<file path="src/rtl/gated_reduce_scan_pkg.sv">
// Shared types and default constants for the gated reduce/scan block.
// Contents:
//   state_e      - scan FSM state (idle / scanning)
//   Def*         - default constant values for the top-level parameters
package gated_reduce_scan_pkg;

  typedef enum logic [0:0] {
    StIdle = 1'b0,
    StScan = 1'b1
  } state_e;

  localparam logic [10:0] DefLoadVal   = 11'h09d;
  localparam logic [10:0] DefSelConst  = 11'h03e;
  localparam logic [10:0] DefThresh    = 11'h0ab;
  localparam logic [10:0] DefDefaultOut = 11'h570;

endpackage

</file>
<file path="src/rtl/grs_channel_eval.sv">
// Combinational reduce/compare/mux chain for one capture value.
// Ports:
//   cap    - capture register value being evaluated
//   gate_s - scan gate latched at scan start
//   res    - channel result
module grs_channel_eval #(
  parameter int unsigned      WIDTH       = 11,
  parameter int unsigned      GATE_HI     = 4,
  parameter int unsigned      GATE_LO     = 3,
  parameter logic [WIDTH-1:0] THRESH      = 11'h0ab,
  parameter logic [WIDTH-1:0] DEFAULT_OUT = 11'h570
) (
  input  logic [WIDTH-1:0] cap,
  input  logic             gate_s,
  output logic [WIDTH-1:0] res
);

  logic gate_c;
  logic cmp_c;

  assign gate_c = |cap[GATE_HI:GATE_LO];
  assign cmp_c  = (cap > THRESH);

  always_comb begin
    res = DEFAULT_OUT;
    if (gate_s) begin
      res = gate_c ? WIDTH'(cmp_c) : cap;
    end
  end

endmodule

</file>
<file path="src/rtl/gated_reduce_scan.sv">
// Multi-channel capture bank with a start-triggered scan that emits one
// gated result per channel on a valid/ready port; done marks the last beat.
// Ports:
//   clock_1, reset_1      - clock, asynchronous active-high reset
//   load_en, load_mode    - per-channel load strobe, 0: LOAD_VAL / 1: in_data
//   in_data, in_sel       - load data and scan-gate operand / operand select
//   start                 - scan request (ignored while busy)
//   out_ready             - consumer accept
//   out_valid, out_data,
//   out_ch, done          - result beat, channel index, last-channel flag
//   busy                  - scan in progress
module gated_reduce_scan
  import gated_reduce_scan_pkg::*;
#(
  parameter int unsigned      WIDTH       = 11,
  parameter int unsigned      CHANNELS    = 4,
  parameter int unsigned      GATE_HI     = 4,
  parameter int unsigned      GATE_LO     = 3,
  parameter logic [WIDTH-1:0] LOAD_VAL    = DefLoadVal,
  parameter logic [WIDTH-1:0] SEL_CONST   = DefSelConst,
  parameter logic [WIDTH-1:0] THRESH      = DefThresh,
  parameter logic [WIDTH-1:0] DEFAULT_OUT = DefDefaultOut
) (
  input  logic                        clock_1,
  input  logic                        reset_1,
  input  logic [CHANNELS-1:0]         load_en,
  input  logic                        load_mode,
  input  logic [WIDTH-1:0]            in_data,
  input  logic                        in_sel,
  input  logic                        start,
  input  logic                        out_ready,
  output logic                        out_valid,
  output logic [WIDTH-1:0]            out_data,
  output logic [$clog2(CHANNELS)-1:0] out_ch,
  output logic                        done,
  output logic                        busy
);

  localparam int unsigned     ChW     = $clog2(CHANNELS);
  localparam logic [ChW-1:0] LastIdx = ChW'(CHANNELS - 1);

  logic [WIDTH-1:0] cap_q [CHANNELS];

  state_e           state_q, state_d;
  logic [ChW-1:0]   idx_q, idx_d;
  logic             gate_s_q, gate_s_d;
  logic             busy_q, busy_d;
  logic             out_valid_q, out_valid_d;
  logic [WIDTH-1:0] out_data_q, out_data_d;
  logic [ChW-1:0]   out_ch_q, out_ch_d;
  logic             done_q, done_d;

  logic [WIDTH-1:0] cap_sel;
  logic [WIDTH-1:0] res;
  logic             slot_free;

  // Capture bank: loads are accepted regardless of scan state.
  always_ff @(posedge clock_1 or posedge reset_1) begin
    if (reset_1) begin
      for (int c = 0; c < CHANNELS; c++) cap_q[c] <= '0;
    end else begin
      for (int c = 0; c < CHANNELS; c++) begin
        if (load_en[c]) cap_q[c] <= load_mode ? in_data : LOAD_VAL;
      end
    end
  end

  // Single evaluator shared across channels via the idx mux.
  assign cap_sel = cap_q[idx_q];

  grs_channel_eval #(
    .WIDTH       (WIDTH),
    .GATE_HI     (GATE_HI),
    .GATE_LO     (GATE_LO),
    .THRESH      (THRESH),
    .DEFAULT_OUT (DEFAULT_OUT)
  ) u_eval (
    .cap    (cap_sel),
    .gate_s (gate_s_q),
    .res    (res)
  );

  assign slot_free = !out_valid_q || out_ready;

  always_comb begin
    state_d     = state_q;
    idx_d       = idx_q;
    gate_s_d    = gate_s_q;
    busy_d      = busy_q;
    out_valid_d = out_valid_q;
    out_data_d  = out_data_q;
    out_ch_d    = out_ch_q;
    done_d      = done_q;

    // Accepted beat retires unless a new beat overwrites it below.
    if (out_valid_q && out_ready) begin
      out_valid_d = 1'b0;
      done_d      = 1'b0;
    end

    case (state_q)
      StIdle: begin
        if (start) begin
          state_d  = StScan;
          idx_d    = '0;
          busy_d   = 1'b1;
          gate_s_d = |(in_sel ? SEL_CONST : in_data);
        end
      end
      StScan: begin
        if (slot_free) begin
          out_data_d  = res;
          out_ch_d    = idx_q;
          out_valid_d = 1'b1;
          done_d      = (idx_q == LastIdx);
          if (idx_q == LastIdx) begin
            state_d = StIdle;
            busy_d  = 1'b0;
          end else begin
            idx_d = idx_q + 1'b1;
          end
        end
      end
      default: state_d = StIdle;
    endcase
  end

  always_ff @(posedge clock_1 or posedge reset_1) begin
    if (reset_1) begin
      state_q     <= StIdle;
      idx_q       <= '0;
      gate_s_q    <= 1'b0;
      busy_q      <= 1'b0;
      out_valid_q <= 1'b0;
      out_data_q  <= '0;
      out_ch_q    <= '0;
      done_q      <= 1'b0;
    end else begin
      state_q     <= state_d;
      idx_q       <= idx_d;
      gate_s_q    <= gate_s_d;
      busy_q      <= busy_d;
      out_valid_q <= out_valid_d;
      out_data_q  <= out_data_d;
      out_ch_q    <= out_ch_d;
      done_q      <= done_d;
    end
  end

  assign out_valid = out_valid_q;
  assign out_data  = out_data_q;
  assign out_ch    = out_ch_q;
  assign done      = done_q;
  assign busy      = busy_q;

endmodule

</file>
<file path="config.mk">
export PLATFORM = sky130hd
export DESIGN_NAME = gated_reduce_scan
export DESIGN_NICKNAME = d
export VERILOG_FILES = /design/src/rtl/gated_reduce_scan_pkg.sv /design/src/rtl/grs_channel_eval.sv /design/src/rtl/gated_reduce_scan.sv
export SDC_FILE = /design/constraint.sdc
export NUM_CORES = 1
export LEC_CHECK = 0
export ABC_AREA = 1
export ABC_CLOCK_PERIOD_IN_PS = 1800
export BUFFER_PORTS_ARGS = -buffer_cell sky130_fd_sc_hd__buf_2
export CAP_MARGIN = 30
export CORE_AREA = 2 2 87 89
export DETAILED_ROUTE_END_ITERATION = 8
export DIE_AREA = 0 0 89 91
export PLACE_DENSITY = 0.59
export SKIP_LAST_GASP = 1
export SYNTH_ARGS = -nofsm -noshare
export SYNTH_HDL_FRONTEND = slang
export SYNTH_SLANG_ARGS = --single-unit
</file>
<file path="constraint.sdc">
create_clock -name clock_1 -period 1.8 [get_ports clock_1]
set_input_delay 0.09 -clock clock_1 [delete_from_list [all_inputs] [get_ports clock_1]]
set_output_delay 0.09 -clock clock_1 [all_outputs]
set_load 0.05 [all_outputs]
</file>
==> metrics, run 1 <==
status finished clean; vias in the first global route 2199; commonest non-fill, non-tap cells in the layout nand2_1 (99), dfrtp_1 (64), o21ai_0 (40); Ys Warns 0; IO Count 37; Final period util 0.880; relative slew slack 0.549; final hold violations 0; critical-path cell list inv_2, nand2_1, nand3_1, nand2_1, inv_1, nor2_8, nand2_1, nand2_1, inv_1, nand2_1, nand2_1; Peak VDD IR 0.506 mV; GPL Wtd Cong 0.832; via count 2348; Port Buffer Count 36; Wirelength per Cell 14.1 um; initial antenna violation count 0; delay-heaviest family, CP simple AND/OR/NAND/NOR gates; initial core utilization 0.403; largest family of logic cells by synthesized area simple AND/OR/NAND/NOR gates; Adder-Cell Fraction of Synth Area 0.00436; Num CTS Buffers 9; RSZ-0062 raised after global routing no; largest stage delay on the critical path 0.48 ns; min cycle time layout 1.58 ns; Remaining DRCs 0; drt first pass iters 5; multiplexer area fraction after synthesis 0; core footprint 7140 um^2; CP max stage cell dfrtp_1; count of cell types in the netlist 23; Max Buffers Root-to-Sink 2; Worst-Skew Late Latency 0.34 ns; Comb pwr share 0.421; leading cell type in the layout, fill and taps excluded nand2_1; number of nets still failing antenna checks after routing 0; Setup Skew 0.00492 ns; Max H-tree Level 3; Int Power 0.00286 W; Sequential Power Share 0.369; width of the die 89 um; 1st-iter DRT viols 90; # Max-Cap Violations 0; Worst-Margin Slew 0.670 ns; Synth Area in XOR/XNOR 0; Syn Std Cell Area 2870 um^2; vias per inst 4.90; CTS resizes 0; die area 8100 um^2; startpoint types register; Seq/Total Area, Yosys 0.557; kind of critical path reg2reg; CP most frequent cell nand2_1; nets 400; Pwr Density 1520 nW/um^2; pin count of the biggest net entering global routing 65; die height 91 um; Cells after Synth 340; fraction of layout cells with a size suffix above 1 0.163; synthesized flop and latch total 64; P&R area growth vs syn 15.8%; Psw 0.00221 W; WL final 6.74 mm; total grt overflow 0; area fraction in compound gates after synthesis 0.141; Worst Path Max Fanout 19; worst hold slack 0.0548 ns; Post-DP HPWL 4.81 mm; synthesized net count 362; max frequency 631 MHz; Total Neg Setup Slack 0 ns; Net Sw Frac 0.435; clk root buf clkbuf_8; clock sink count 64; Clock Power Share 0.210; final slew viol count 0; first-pass GRT wire length 11.0 mm; Synth Area per Inst 8.45 um^2; Post-Synth Simple-Gate Area 0.228; Clock Pin Slew Worst Setup and Hold Paths 0.07 ns; # rows 31; CP Buf/Inv Count 3; Hold Crit Class in2reg; CTS tree yes; final setup fails 0; Worst setup EP type register; GRT Total Usage 0.179; Worst Path Arrival 1.82 ns; Leak 1.63 nW; CP required 2.03 ns; Diodes inserted 0
sequential cells by signal, indices dropped and copies added, names as in the netlist:
register / count
busy: 1
cap_q: 44
done: 1
gate_s_q: 1
idx_q: 2
out_ch: 2
out_data: 11
out_valid: 1
state_q: 1
layer usage:
layer	up-vias	GRT usage	wire length [um]
met1	1099	0.260	3420
met5	-	0	0
li1	1182	-	-
met3	7	0.0409	287
met4	0	0.0672	99
met2	60	0.257	2930
power by group through the flow:
stage          Combinational (W)  Sequential [W]  Clock (W)
2_1_floorplan            0.00114         0.00240          0
3_3_place_gp             0.00211         0.00189          0
3_5_place_dp             0.00214         0.00190          0
4_1_cts                  0.00215         0.00187    0.00109
5_1_grt                  0.00235         0.00191    0.00115
6_report                 0.00213         0.00187    0.00106
metrics by stage:
stage	total power (W)	utilization	area [um^2]	instances	setup WS (ns)
finish	0.00507	0.466	3330	479	0.216
global route	0.00541	0.466	3330	479	0.0403
CTS	0.00511	0.466	3330	479	0.222
detailed placement	0.00404	0.441	3150	464	0.224
global placement	0.00401	0.441	3150	464	0.317
floorplan	0.00355	-	2870	340	0.112
path summary, 6_finish.rpt:
check | startpoint | endpoint | slack, ns | depth (start not counted)
setup / recovery | idx_q[0] | out_data[0] | 0.22 | 11
hold / removal | in_data[0] | cap_q[11] | 0.05 | 3
setup reg to reg | idx_q[0] | out_data[0] | 0.22 | 11
hold reg to reg | out_data[1] | out_data[1] | 0.47 | 2
max in group asynchronous | reset_1 | cap_q[42] | 1.17 | 4
min in group asynchronous | reset_1 | out_data[4] | 0.36 | 4
layout make-up:
class	instances	area, um^2
flip-flops and latches	64	1600
repair buffers	45	265
clock inverters	1	5.00
clock buffers	12	155
inverters	27	101
well taps	99	124
multi-input cells	231	1070
fillers	746	3810
worst register-to-register path, delay by kind of cell (launching register included):
| kind | cells | cell delay, ns |
|---|---|---|
| AND/OR/NAND/NOR | 8 | 0.67 |
| flip-flops | 1 | 0.48 |
| buffers and inverters | 3 | 0.33 |
Yosys cell counts, drive strengths merged:
| master | n | area share |
|---|---|---|
| a21oi | 6 | 0.010 |
| a22oi | 1 | 0.0026 |
| a31oi | 17 | 0.037 |
| and2 | 1 | 0.0022 |
| buf | 8 | 0.020 |
| clkbuf | 10 | 0.013 |
| dfrtp | 64 | 0.56 |
| ha | 1 | 0.0044 |
| inv | 27 | 0.035 |
| nand2 | 100 | 0.13 |
| nand3 | 18 | 0.031 |
| nor2 | 35 | 0.057 |
| nor4 | 3 | 0.0065 |
| o211ai | 3 | 0.0096 |
| o21ai | 43 | 0.075 |
| o22ai | 3 | 0.0065 |
cell families after synthesis:
family	Yosys count
simple gates	157
flops	64
buf+inv	45
fa+ha+maj	1
compound gates	73
what timing repair did:
action | in CTS | in global routing
setup buffers | 0 | 0
hold endpoints to repair | 65 | 0
hold buffers | 2 | 0
Note: power is estimated with default switching activity, not from simulation.
==> run 2: changes to the inputs <==
--- a/config.mk
+++ b/config.mk
@@ -7,5 +7,5 @@
 export LEC_CHECK = 0
 export ABC_AREA = 1
-export ABC_CLOCK_PERIOD_IN_PS = 1800
+export ABC_CLOCK_PERIOD_IN_PS = 1700
 export BUFFER_PORTS_ARGS = -buffer_cell sky130_fd_sc_hd__buf_2
 export CAP_MARGIN = 30
@@ -13,5 +13,5 @@
 export DETAILED_ROUTE_END_ITERATION = 8
 export DIE_AREA = 0 0 89 91
-export PLACE_DENSITY = 0.59
+export PLACE_DENSITY = 0.57
 export SKIP_LAST_GASP = 1
 export SYNTH_ARGS = -nofsm -noshare
==> constraint.sdc (replaced) <==
create_clock -name clock_1 -period 1.7 [get_ports clock_1]
set_input_delay 0.085 -clock clock_1 [delete_from_list [all_inputs] [get_ports clock_1]]
set_output_delay 0.085 -clock clock_1 [all_outputs]
set_load 0.1 [all_outputs]
==> run 2 against run 1 <==
- global-route usage increased by 0.59 points
- flip-flop and latch count unchanged
- clock skew increased by 0.0045 ns
- via count increased by 2.2%
- clock power increased by 16%
- largest cell class unchanged
- total power increased by 21%
- first-iteration DRC count increased by 47%
- largest power group unchanged
==> metrics, run 2 (synthesis results as in run 1) <==
Top reg by flops cap_q; clock sink count 64; total grt overflow 0; # rows 31; Peak VDD IR 0.563 mV; CP most frequent cell nand2_1; final slew viol count 0; Max Buffers Root-to-Sink 2; commonest non-fill, non-tap cells in the layout nand2_1 (99), dfrtp_1 (64), o21ai_0 (40); GPL Wtd Cong 0.811; RSZ-0062 raised after global routing no; nets 401; P&R area growth vs syn 17.2%; core footprint 7140 um^2; drt first pass iters 6; Worst-Margin Slew 0.484 ns; width of the die 89 um; die area 8100 um^2; critical-path cell list inv_1, buf_4, o21ai_0, o22ai_1, nand2_1, nand2_1, nand2_1, nand2_1; first-pass GRT wire length 11.3 mm; post-layout instance area 3370 um^2; startpoint types register; WL final 6.79 mm; # Max-Cap Violations 0; Leak 1.65 nW; final setup fails 0; relative slew slack 0.677; max frequency 660 MHz; pin count of the biggest net entering global routing 44; CP max stage cell dfrtp_1; vias per inst 4.97; Max H-tree Level 3; Setup Skew 0.00943 ns; worst r2r src idx_q[1]; leading cell type in the layout, fill and taps excluded nand2_1; delay-heaviest family, CP flip-flops; initial antenna violation count 0; Pwr Density 1830 nW/um^2; Worst Path Max Fanout 8; Hold Crit Class in2reg; kind of critical path reg2reg; Total Neg Setup Slack 0 ns; R2R setup slack 0.18 ns; initial core utilization 0.403; fraction of layout cells with a size suffix above 1 0.167; Wirelength per Cell 14.1 um; Worst-Skew Late Latency 0.34 ns; vias in the first global route 2239; CTS tree yes; Num CTS Buffers 9; IO Count 37; Final period util 0.892; # fillers 748; CTS resizes 0; Diodes inserted 0; Clock Pin Slew Worst Setup and Hold Paths 0.07 ns; min cycle time layout 1.52 ns; number of nets still failing antenna checks after routing 0; Post-DP HPWL 4.86 mm; reg2reg end out_data[0]; status finished clean; max reg flops 44; worst-case reg-to-reg path depth 8; die height 91 um; Remaining DRCs 0; Port Buffer Count 36; 1st-iter DRT viols 132; placed inst area 3170 um^2; via count 2400; Hold Crit Depth 3; CP Depth 8; Worst Path Arrival 1.79 ns; CP required 1.98 ns; final hold violations 0; GRT Total Usage 0.184; clk root buf clkbuf_8; Worst setup EP type register; Hold Path Sink cap_q[22]; CP Buf/Inv Count 2; hold wc startpoint in_data[0]; largest stage delay on the critical path 0.49 ns
-- run 2: cell count changes in the layout (fill, tap and decap cells not counted), sizes merged --
cell    before  now
bufinv       0    1
buf         43   44
clkinv       1    3
-- run 2: through the flow --
| stage | power [W] | util | instances | hold slack, ns | setup slack, ns |
|---|---|---|---|---|---|
| detailed placement | 0.00495 | 0.444 | 465 | 0.140 | 0.197 |
| finish | 0.00615 | 0.472 | 483 | 0.0347 | 0.184 |
| global placement | 0.00492 | 0.444 | 465 | 0.137 | 0.195 |
| CTS | 0.00619 | 0.472 | 483 | 0.0291 | 0.169 |
| floorplan | 0.00436 | - | 340 | 0.195 | -0.121 |
| global route | 0.00651 | 0.472 | 483 | 0.0560 | 0.0535 |
-- run 2: area by class of cell --
cell class                 count  area (um^2)  area share
sequential                    64         1600       0.476
multi-input combinational    231         1070       0.319
timing repair buffer          46          285      0.0848
clock buffer                  12          135      0.0401
tap                           99          124      0.0368
inverter                      27          101      0.0301
clock inverter                 4         45.0      0.0134
-- run 2: tightest hold or removal path, stage by stage --
cell and delay, ns:
buf_2 0.10, inv_1 0.08, a31oi_1 0.07
-- run 2: routing by layer --
| layer | up-vias | share of wire | global-route usage |
|---|---|---|---|
| met1 | 1147 | 0.48 | 0.259 |
| met5 | - | 0 | 0 |
| li1 | 1187 | - | - |
| met4 | 0 | 0.020 | 0.0709 |
| met2 | 57 | 0.47 | 0.279 |
| met3 | 9 | 0.036 | 0.0391 |
-- run 2: how the worst max path moves through the flow --
stage / from / to
detailed placement: idx_q[1] / out_data[0]
global placement: idx_q[1] / out_data[0]
floorplan: out_valid / out_ch[1]
finish: idx_q[1] / out_data[0]
CTS: idx_q[1] / out_data[0]
global route: idx_q[1] / out_data[0]
-- run 2: repair_timing --
| action | in CTS | in global routing |
|---|---|---|
| hold endpoints to repair | 22 | 0 |
| setup buffers | 0 | 0 |
| hold buffers | 2 | 0 |
-- run 2: report_power, final --
part / leakage [nW] / switching (W) / internal (W) / total (W)
Clock: 0.0941 / 0.000563 / 0.000671 / 0.00123
Sequential: 0.763 / 0.000183 / 0.00181 / 0.00200
Combinational: 0.788 / 0.00225 / 0.000662 / 0.00291
==> run 3: changes to the inputs <==
- CORE_AREA: 2 2 87 89 -> 10 10 95 97
- DIE_AREA: 0 0 89 91 -> 0 0 105 107
- SLEW_MARGIN: default -> 15
- TNS_END_PERCENT: default -> 100
==> run 3 against run 2 <==
- wire length rose by 4.8%
- clock skew fell by 0.00079 ns
- hold slack improved by 0.012 ns
- flip-flop and latch count did not move
- largest power group unchanged
==> metrics, run 3 (synthesis results as in run 1) <==
post-layout instance area 3340 um^2; Worst Path Max Fanout 14; Worst-Skew Late Latency 0.34 ns; Num CTS Buffers 9; number of nets still failing antenna checks after routing 0; overall power 0.00602 W; initial antenna violation count 0; delay-heaviest family, CP simple AND/OR/NAND/NOR gates; min cycle time layout 1.47 ns; final setup fails 0; Peak VDD IR 0.518 mV; WL final 7.12 mm; Port Buffer Count 36; Clock Pin Slew Worst Setup and Hold Paths 0.07 ns; placed cell count 466; Post-DP HPWL 5.25 mm; Final period util 0.864; CTS tree yes; hold wc startpoint in_data[0]; via count 2378; Max Buffers Root-to-Sink 2; initial core utilization 0.403; CP most frequent cell nand2_1; max reg flops 44; Top reg by flops cap_q; vias per inst 4.94; CP Buf/Inv Count 3; relative slew slack 0.671; kind of critical path reg2reg; critical-path cell list buf_4, nand2_1, nand3_1, nand2_1, inv_1, nor2_8, nand2_1, nand2_1, inv_1, nand2_1, nand2_1; worst r2r src idx_q[0]; placed inst area 3160 um^2; Wirelength per Cell 14.8 um; die height 107 um; GRT Total Usage 0.133; pin count of the biggest net entering global routing 65; final slew viol count 0; # fillers 764; clock sink count 64; # rows 31; RSZ-0062 raised after global routing no; Final Non-Filler Cells 481; max frequency 681 MHz; CP max stage cell dfrtp_1; status finished clean; Post-CTS Hold Buffers 2; Max H-tree Level 3; Post-CTS Repair Setup Buffers 0; Hold Path Sink cap_q[22]; Worst Path Arrival 1.70 ns; nets 402; Remaining DRCs 0; # Max-Cap Violations 0; P&R area growth vs syn 16.3%; Reg area 1600 um^2; core footprint 7140 um^2; GPL Wtd Cong 0.828; Diodes inserted 0; first-pass GRT wire length 12.0 mm; startpoint types register; largest stage delay on the critical path 0.40 ns; fraction of layout cells with a size suffix above 1 0.168; worst-case reg-to-reg path depth 11; width of the die 105 um; vias in the first global route 2354; Hold Crit Class in2reg; reg2reg end out_data[0]; CTS resizes 0; final hold violations 0; Leak 1.64 nW; 1st-iter DRT viols 122; Setup Skew 0.00863 ns; die area 11200 um^2; total grt overflow 0; CP required 1.93 ns; leading cell type in the layout, fill and taps excluded nand2_1; commonest non-fill, non-tap cells in the layout nand2_1 (99), dfrtp_1 (64), o21ai_0 (40); drt first pass iters 4; Total Neg Setup Slack 0 ns; IO Count 37; multi-input gate area in the final layout 1070 um^2; Pwr Density 1800 nW/um^2; clk root buf clkbuf_8; R2R setup slack 0.23 ns; Worst-Margin Slew 0.497 ns; Hold Crit Depth 3; Worst setup EP type register
-- run 3: cell types whose count changed in the layout (fill, tap and decap cells not counted), sizes merged --
cell | previous run | this run
bufinv | 1 | 0
clkinv | 3 | 1
buf | 44 | 45
-- run 3: cell type report --
type,count,area share
Timing Repair Buffer,47,0.0839
Tap cell,99,0.0371
Clock inverter,1,0.00150
Multi-Input combinational cell,231,0.321
Sequential cell,64,0.479
Clock buffer,12,0.0464
Inverter,27,0.0303
-- run 3: metal layers --
layer / routed length [um] / track usage / vias up / part of all wire
li1: - / - / 1186 / -
met1: 3500 / 0.173 / 1119 / 0.49
met2: 3130 / 0.199 / 62 / 0.44
met3: 344 / 0.0293 / 11 / 0.048
met4: 153 / 0.0755 / 0 / 0.021
met5: 0 / 0 / - / 0
-- run 3: worst max path at each step --
| stage | startpoint | endpoint | slack [ns] | cells after the start |
|---|---|---|---|---|
| 3_5_place_dp | idx_q[0] | out_data[0] | 0.27 | 11 |
| 4_1_cts | idx_q[0] | out_data[0] | 0.25 | 11 |
| 3_3_place_gp | idx_q[0] | out_data[0] | 0.29 | 11 |
| 2_1_floorplan | out_valid | out_ch[1] | -0.12 | 7 |
| 5_1_grt | out_valid | out_data[9] | 0.11 | 7 |
| 6_report | idx_q[0] | out_data[0] | 0.23 | 11 |
-- run 3: per-stage QoR --
step                utilization  hold WS (ns)  setup WS, ns
global route              0.468        0.0696         0.114
finish                    0.468        0.0464         0.232
CTS                       0.468        0.0295         0.254
floorplan                     -         0.195        -0.121
detailed placement        0.443         0.182         0.273
global placement          0.443         0.183         0.292
-- run 3: worst reg2reg max path: cells and delay by family (launching register included) --
family | cells | cell delay [ns]
buffers and inverters | 3 | 0.32
and+or+nand+nor | 8 | 0.63
DFF | 1 | 0.40
-- run 3: where the power goes --
group / internal (W) / total (W) / leakage [nW] / switching [W]
Sequential: 0.00181 / 0.00197 / 0.763 / 0.000153
Combinational: 0.000649 / 0.00293 / 0.788 / 0.00228
Clock: 0.000583 / 0.00113 / 0.0842 / 0.000543
Total: 0.00305 / 0.00602 / 1.64 / 0.00298
